===== src/rtl/sample_scheduler.sv =====
// sample_scheduler: scans up to 8 channel slots at a programmable rate,
// polls each source over the shared sample bus and queues results in a FIFO.
// Build option: define SAMPLE_TAG_EN to tag FIFO words with the slot index.
// Ports:
//   clk, reset            - single clock, synchronous active-high reset
//   enable, addr          - EBI select and word address
//   data_in, data_wr      - EBI write data and strobe
//   data_rd, data_out     - EBI read strobe and wired-OR read data
//   output_sample         - bus request to sample sources
//   channel_select        - channel id being polled
//   sample_data           - wired-OR sample bus from sources
module sample_scheduler #(
  parameter int POSITION = 300,
  parameter int FIFO_AW  = 8
) (
  input  logic        clk,
  input  logic        reset,
  input  logic        enable,
  input  logic [18:0] addr,
  input  logic [15:0] data_in,
  input  logic        data_wr,
  input  logic        data_rd,
  output logic [15:0] data_out,
  output logic        output_sample,
  output logic [7:0]  channel_select,
  input  logic [15:0] sample_data
);

  localparam logic [FIFO_AW:0] DEPTH_C =
    {1'b1, {FIFO_AW{1'b0}}};

  typedef enum logic [1:0] {
    IDLE,
    SELECT,
    SETTLE,
    CAPTURE
  } state_t;

  // Address decode
  logic [18:0] off;
  logic        in_range;
  logic [3:0]  reg_sel;

  assign off      = addr - 19'(POSITION);
  assign in_range = (addr >= 19'(POSITION)) &&
                    (off < 19'd16);
  assign reg_sel  = off[3:0];

  // Strobe edge detection
  logic wr_hit, wr_hit_q, wr_take;
  logic rd_fifo, rd_fifo_q, pop_evt;

  assign wr_hit  = enable & data_wr & in_range;
  assign wr_take = wr_hit & ~wr_hit_q;
  assign rd_fifo = enable & data_rd &
                   (addr == 19'(POSITION + 5));
  // Pop on strobe release so the word is stable
  // for the whole read access.
  assign pop_evt = rd_fifo_q & ~rd_fifo;

  always_ff @(posedge clk) begin
    if (reset) begin
      wr_hit_q  <= 1'b0;
      rd_fifo_q <= 1'b0;
    end else begin
      wr_hit_q  <= wr_hit;
      rd_fifo_q <= rd_fifo;
    end
  end

  // Configuration registers
  logic        run_q;
  logic [15:0] div_q;
  logic [3:0]  nslots_q;
  logic [7:0]  slot_q [8];
  logic [3:0]  ns_wr;
  logic        clr;

  assign ns_wr = (data_in[3:0] > 4'd8) ?
                 4'd8 : data_in[3:0];
  assign clr   = wr_take && (reg_sel == 4'd0) &&
                 data_in[1];

  always_ff @(posedge clk) begin
    if (reset) begin
      run_q    <= 1'b0;
      div_q    <= 16'hFFFF;
      nslots_q <= 4'd0;
      for (int i = 0; i < 8; i++)
        slot_q[i] <= 8'd0;
    end else if (wr_take) begin
      case (reg_sel)
        4'd0: run_q    <= data_in[0];
        4'd1: div_q    <= data_in;
        4'd2: nslots_q <= ns_wr;
        4'd8, 4'd9, 4'd10, 4'd11,
        4'd12, 4'd13, 4'd14, 4'd15:
          slot_q[reg_sel[2:0]] <= data_in[7:0];
        default: ;
      endcase
    end
  end

  // Scan-rate tick
  logic [15:0] tick_cnt;
  logic        active, tick;

  assign active = run_q && (nslots_q != 4'd0);
  // >= keeps the counter sane if DIV is lowered
  // below the current count.
  assign tick   = active && (tick_cnt >= div_q);

  always_ff @(posedge clk) begin
    if (reset || !active)
      tick_cnt <= 16'd0;
    else if (tick)
      tick_cnt <= 16'd0;
    else
      tick_cnt <= tick_cnt + 16'd1;
  end

  // Scan FSM
  state_t     state_q, state_d;
  logic [2:0] idx_q, idx_d;
  logic [7:0] ch_q, ch_d;
  logic [3:0] idx_inc;
  logic       push_req;
  logic       busy;

  assign idx_inc = {1'b0, idx_q} + 4'd1;
  assign busy    = (state_q != IDLE);

  always_ff @(posedge clk) begin
    if (reset) begin
      state_q <= IDLE;
      idx_q   <= 3'd0;
      ch_q    <= 8'd0;
    end else begin
      state_q <= state_d;
      idx_q   <= idx_d;
      ch_q    <= ch_d;
    end
  end

  always_comb begin
    state_d  = state_q;
    idx_d    = idx_q;
    ch_d     = ch_q;
    push_req = 1'b0;
    unique case (state_q)
      IDLE: begin
        if (tick) begin
          state_d = SELECT;
          idx_d   = 3'd0;
          ch_d    = slot_q[0];
        end
      end
      SELECT:  state_d = SETTLE;
      SETTLE:  state_d = CAPTURE;
      CAPTURE: begin
        push_req = 1'b1;
        if (idx_inc < nslots_q) begin
          state_d = SELECT;
          idx_d   = idx_inc[2:0];
          ch_d    = slot_q[idx_inc[2:0]];
        end else begin
          state_d = IDLE;
        end
      end
      default: state_d = IDLE;
    endcase
    // Stopping aborts the scan and drops the
    // capture in flight.
    if (!run_q) begin
      state_d  = IDLE;
      push_req = 1'b0;
    end
  end

  assign output_sample  = busy;
  assign channel_select = busy ? ch_q : 8'd0;

  // FIFO
  logic [15:0]      mem [2**FIFO_AW];
  logic [FIFO_AW-1:0] wptr_q, rptr_q;
  logic [FIFO_AW:0] count_q;
  logic             full, empty;
  logic             do_push, do_pop, ovf_set;
  logic             ovf_q, ovr_q;
  logic [15:0]      push_word;

`ifdef SAMPLE_TAG_EN
  logic tag_unused;
  assign tag_unused = ^sample_data[15:13];
  assign push_word  = {idx_q, sample_data[12:0]};
`else
  assign push_word  = sample_data;
`endif

  assign full    = (count_q == DEPTH_C);
  assign empty   = (count_q == '0);
  assign do_pop  = pop_evt & ~empty;
  // A pop in the same cycle frees the slot, so a
  // push into a full FIFO still lands.
  assign do_push = push_req & ~clr &
                   (~full | do_pop);
  assign ovf_set = push_req & ~clr &
                   full & ~do_pop;

  always_ff @(posedge clk) begin
    if (do_push)
      mem[wptr_q] <= push_word;
  end

  always_ff @(posedge clk) begin
    if (reset || clr) begin
      wptr_q  <= '0;
      rptr_q  <= '0;
      count_q <= '0;
      ovf_q   <= 1'b0;
      ovr_q   <= 1'b0;
    end else begin
      if (do_push)
        wptr_q <= wptr_q + 1'b1;
      if (do_pop)
        rptr_q <= rptr_q + 1'b1;
      case ({do_push, do_pop})
        2'b10:   count_q <= count_q + 1'b1;
        2'b01:   count_q <= count_q - 1'b1;
        default: ;
      endcase
      if (ovf_set)
        ovf_q <= 1'b1;
      if (tick && busy)
        ovr_q <= 1'b1;
    end
  end

  // Read mux
  always_comb begin
    data_out = 16'd0;
    if (enable && data_rd && in_range) begin
      case (reg_sel)
        4'd0: data_out = {15'd0, run_q};
        4'd1: data_out = div_q;
        4'd2: data_out = {12'd0, nslots_q};
        4'd3: data_out = {11'd0, full, empty,
                          ovr_q, ovf_q, busy};
        4'd4: data_out = 16'(count_q);
        4'd5: data_out = empty ? 16'd0 :
                         mem[rptr_q];
        4'd8, 4'd9, 4'd10, 4'd11,
        4'd12, 4'd13, 4'd14, 4'd15:
          data_out = {8'd0, slot_q[reg_sel[2:0]]};
        default: data_out = 16'd0;
      endcase
    end
  end

endmodule

===== config.mk =====
export PLATFORM = sky130hd
export DESIGN_NAME = sample_scheduler
export DESIGN_NICKNAME = d
export VERILOG_FILES = /design/src/rtl/sample_scheduler.sv
export SDC_FILE = /design/constraint.sdc
export NUM_CORES = 2
export LEC_CHECK = 0
export CORE_ASPECT_RATIO = 0.5
export CORE_MARGIN = 4
export CORE_UTILIZATION = 50
export CTS_BUF_LIST = sky130_fd_sc_hd__clkbuf_8
export CTS_CLUSTER_DIAMETER = 200
export DETAILED_ROUTE_END_ITERATION = 16
export PLACE_DENSITY_LB_ADDON = 0.1
export SLEW_MARGIN = 40
export SYNTH_ARGS = -nofsm -noshare
export SYNTH_HDL_FRONTEND = slang
export SYNTH_MEMORY_MAX_BITS = 65536
export SYNTH_SLANG_ARGS = --single-unit

===== constraint.sdc =====
create_clock -name clk -period 4.65 [get_ports clk]
set_clock_uncertainty 0.1 [all_clocks]
set_input_delay 0.93 -clock clk [delete_from_list [all_inputs] [get_ports clk]]
set_output_delay 0.93 -clock clk [all_outputs]
set_load 0.02 [all_outputs]

==> metrics <==
Synth Area per Inst=23.1 µm²; global route overflow=0; number of maximum-capacitance violations=0; I/O Pins=81; hold crit path type=in2reg; H-tree levels=6; overall global routing resource usage=26.2%; via total after detailed routing=82300; final core utilization=59.4%; synth-to-layout area growth=17.8%; clock transition at the register clock pins on the worst setup and hold paths after CTS=about 0.060 ns; via density per instance=about 6.2; maximum number of pins on one net before global-route repair=roughly 130; Worst-Skew Late Latency=between 1 and 1.5 ns; gp weighted congestion=roughly 0.9; Least-Margin Pin Slew=between 0.8 and 0.9 ns; wire length of the first global-routing pass=around 630 mm; via count of the first global-routing pass=around 84000; post-synthesis register bit count=between 4000 and 5000; chip width=a little over 800 µm; number of synthesized flops with an enable pin=4160; detailed-route DRC error count=0; final setup violating endpoints=16; peak fanout along the critical path=7; switching power=14.8 mW; Netlist Area Pre-Place=165000 µm²; clock tree from TritonCTS=built; number of rows created at floorplan=148; Post-layout nets=~8500; number of buffers inserted during clock tree synthesis=between 600 and 700; count of unique library cells instantiated by Yosys=68; standard cell with the maximum stage delay on the critical path=sky130_fd_sc_hd__mux4_2; Cell Chain, Critical Path=buf_6 > buf_12 > buf_16 > buf_6 > mux4_2 > mux4_2 > a22oi_2 > buf_4 > nand2_8 > a21oi_4 > buf_6 > o21ai_4 > buf_6 > a22o_1 > buf_6; overall power of the completed layout=around 70 mW; portion of the post-synthesis area used by sequential elements=around three quarters; RSZ-0062 raised after global routing=true; cts-stage hold buffer count=0; die span in y=414 µm; data required time of the worst path=3.62 ns; most frequent cell on the critical path=sky130_fd_sc_hd__buf_6; library cell used as clock root buffer=sky130_fd_sc_hd__clkbuf_8; critical path capture point type=primary output; relative contribution of combinational cells to total power=under 10%; achievable frequency=0.172 GHz; critical path startpoint category=register; routed length per placed instance=33.6 µm; status=complete, but fails checks; # clock sinks=roughly 4200; antenna violations before repair=21; die area=between 300000 and 400000 µm²; relative contribution of the clock network to total power=38.6%; number of max-slew violations in the final report=0; smallest setup slack after layout=-1.17 ns; violated checks=negative setup slack; final hold violation count=0; iteration-0 DRC count of the detailed router=about 11000; total wirelength of the detailed-routed design=between 400 and 500 mm; worst max-slew margin expressed relative to the limit=between 30% and 40%; power density relative to cell area=roughly 360 nW/µm²; antenna viol nets, final=0; fraction of power spent switching nets=21.2%; Max clock buf depth=4; final design area excluding fillers=194000 µm²; internal power=between 50 and 60 mW; relative contribution of sequential cells to total power=between 60% and 70%; number of nets produced by synthesis=between 7000 and 8000; router iterations before antenna repair=8; category of the critical setup timing path=reg2out; arrival time of the worst setup path=approximately 4.8 ns; min cycle time layout=between 5 and 6 ns; IO Port Bufs=80; Mapped Cells=slightly above 7000; FFs w/ async S/R, synth=0%; fraction of final layout cells sized beyond drive strength 1=between 30% and 40%; critical path's largest stage delay=between 0.6 and 0.7 ns; leakage power figure=a little over 60 nW; initial cell density of the core=between 50% and 60%; worst voltage drop across the vdd grid=about 0.00021 V; Area after DPL=around 180000 µm²; period utilisation layout=125%; most common flop cell mapped by yosys=sky130_fd_sc_hd__edfxtp_1; Post-DP HPWL=269 mm; Core Area=~330000 µm²; Warnings, synthesis=0
[critical path, delay by kind of cell, from the launching register on]
family | cells | cell delay (ns)
buffers and inverters | 8 | 1.25
muxes | 2 | 1.17
AOI/OAI and AO/OA | 4 | 0.72
DFF | 1 | 0.45
and+or+nand+nor | 1 | 0.07
[cell usage after synthesis, types with 23 or more instances]
cell type,n,area [µm²]
sky130_fd_sc_hd__a21oi_1,60,300
sky130_fd_sc_hd__a22o_1,61,534
sky130_fd_sc_hd__a22oi_1,56,420
sky130_fd_sc_hd__and2_1,60,375
sky130_fd_sc_hd__buf_1,98,368
sky130_fd_sc_hd__buf_2,52,260
sky130_fd_sc_hd__clkbuf_1,242,908
sky130_fd_sc_hd__dfxtp_1,87,1740
sky130_fd_sc_hd__edfxtp_1,4160,125000
sky130_fd_sc_hd__ha_1,33,413
sky130_fd_sc_hd__inv_1,40,150
sky130_fd_sc_hd__mux2i_1,38,380
sky130_fd_sc_hd__mux4_2,1312,29500
sky130_fd_sc_hd__nand2_1,99,372
sky130_fd_sc_hd__nand3_1,30,150
sky130_fd_sc_hd__nor2_1,345,1290
sky130_fd_sc_hd__o21ai_0,70,350
sky130_fd_sc_hd__xor2_1,23,201
[repair_timing]
item | CTS | global route
setup endpoints to repair | 16 | 16
resized for setup | 327 | 72
pin swaps | 53 | 43
setup buffers | 86 | 40
gates cloned | 23 | 4
[final timing paths]
path / cells after the start / endpoint / slack, ns / startpoint
setup / recovery: 15 / data_out[14] / -1.17 / register
hold / removal: 1 / mem[136][2] / 0.13 / sample_data[2]
setup reg to reg: 11 / mem[24][4] / 1.05 / count_q[1]
hold reg to reg: 2 / ovf_q / 0.38 / ovf_q
[power by group through the flow]
stage	registers [mW]	logic [mW]	clock network (mW)
global placement	42.8	0.886	0
finish	42.0	0.988	27.0
detailed placement	42.8	0.975	0
global route	42.0	1.05	29.5
floorplan	42.8	0.120	0
CTS	42.0	0.975	27.6
[flip-flops by register name, summed over array words and instances (netlist names), named ones only]
name and count:
count_q 9, ch_q 8, run_q 1, nslots_q 4, state_q 2, ovr_q 1
tick_cnt 16, wr_hit_q 1, rptr_q 8, wptr_q 8, rd_fifo_q 1, div_q 16
ovf_q 1, idx_q 3, mem 4096, slot_q 64
[cell families (layout without fill, tap and decap cells)]
kind of cell,after synthesis,after routing,share of synthesized area [%]
flip-flops,4247,4247,76.9
multiplexers,1350,1350,18.2
AND/OR/NAND/NOR,665,665,1.91
buffers and inverters,449,2159,1.10
AO/OA/AOI/OAI,343,343,1.43
XOR/XNOR,36,36,0.192
adder cells (fa/ha/maj),33,33,0.251
other,0,4,0
[area by class of cell]
cell class | count | area (µm²)
tap | 4350 | 5440
antenna | 4 | 10.0
inverter | 41 | 154
sequential | 4247 | 127000
multi-input combinational | 2427 | 37200
timing repair buffer | 1062 | 13800
clock inverter | 432 | 2070
fill | 22800 | 133000
clock buffer | 624 | 8590
[layout by cell type, fill, tap and decap left out, types with 28 or more instances in the layout]
master,Yosys,layout
sky130_fd_sc_hd__a22oi_2,0,37
sky130_fd_sc_hd__clkdlybuf4s50_1,0,46
sky130_fd_sc_hd__dfxtp_1,87,82
sky130_fd_sc_hd__a22o_1,61,39
sky130_fd_sc_hd__o21ai_1,4,28
sky130_fd_sc_hd__nor2_1,345,297
sky130_fd_sc_hd__nor2_2,1,44
sky130_fd_sc_hd__mux2i_1,38,38
sky130_fd_sc_hd__a21oi_1,60,47
sky130_fd_sc_hd__buf_6,2,50
sky130_fd_sc_hd__buf_4,14,548
sky130_fd_sc_hd__edfxtp_1,4160,4160
sky130_fd_sc_hd__buf_16,0,47
sky130_fd_sc_hd__nand2_1,99,87
sky130_fd_sc_hd__clkinv_1,1,150
sky130_fd_sc_hd__and2_1,60,59
sky130_fd_sc_hd__ha_1,33,33
sky130_fd_sc_hd__mux4_2,1312,1312
sky130_fd_sc_hd__buf_12,0,330
sky130_fd_sc_hd__clkbuf_8,0,624
sky130_fd_sc_hd__o21ai_0,70,31
sky130_fd_sc_hd__clkinv_2,0,39
sky130_fd_sc_hd__inv_1,40,245
[through the flow]
| step | worst slack (ns) | setup TNS, ns | hold WS [ns] | std cells |
|---|---|---|---|---|
| CTS | -1.29 | -19.85 | 0.0713 | 13100 |
| detailed placement | -1.07 | -428.73 | 0.358 | 12000 |
| finish | -1.17 | -17.45 | 0.131 | 13200 |
| floorplan | 0.0650 | 0 | 0.337 | 7123 |
| global route | -1.30 | -20.13 | 0.0655 | 13200 |
| global placement | -1.21 | -545.25 | 0.353 | 12000 |
[metal layers]
metal / GRT usage (%) / routed length, µm / vias to the layer above
li1: - / - / 33000
met4: 5.61 / 9320 / 2
met2: 38.6 / 198000 / 4370
met5: 0 / 13 / -
met3: 7.70 / 51900 / 606
met1: 39.4 / 184000 / 44300
Power figures use the tool's default switching activity.
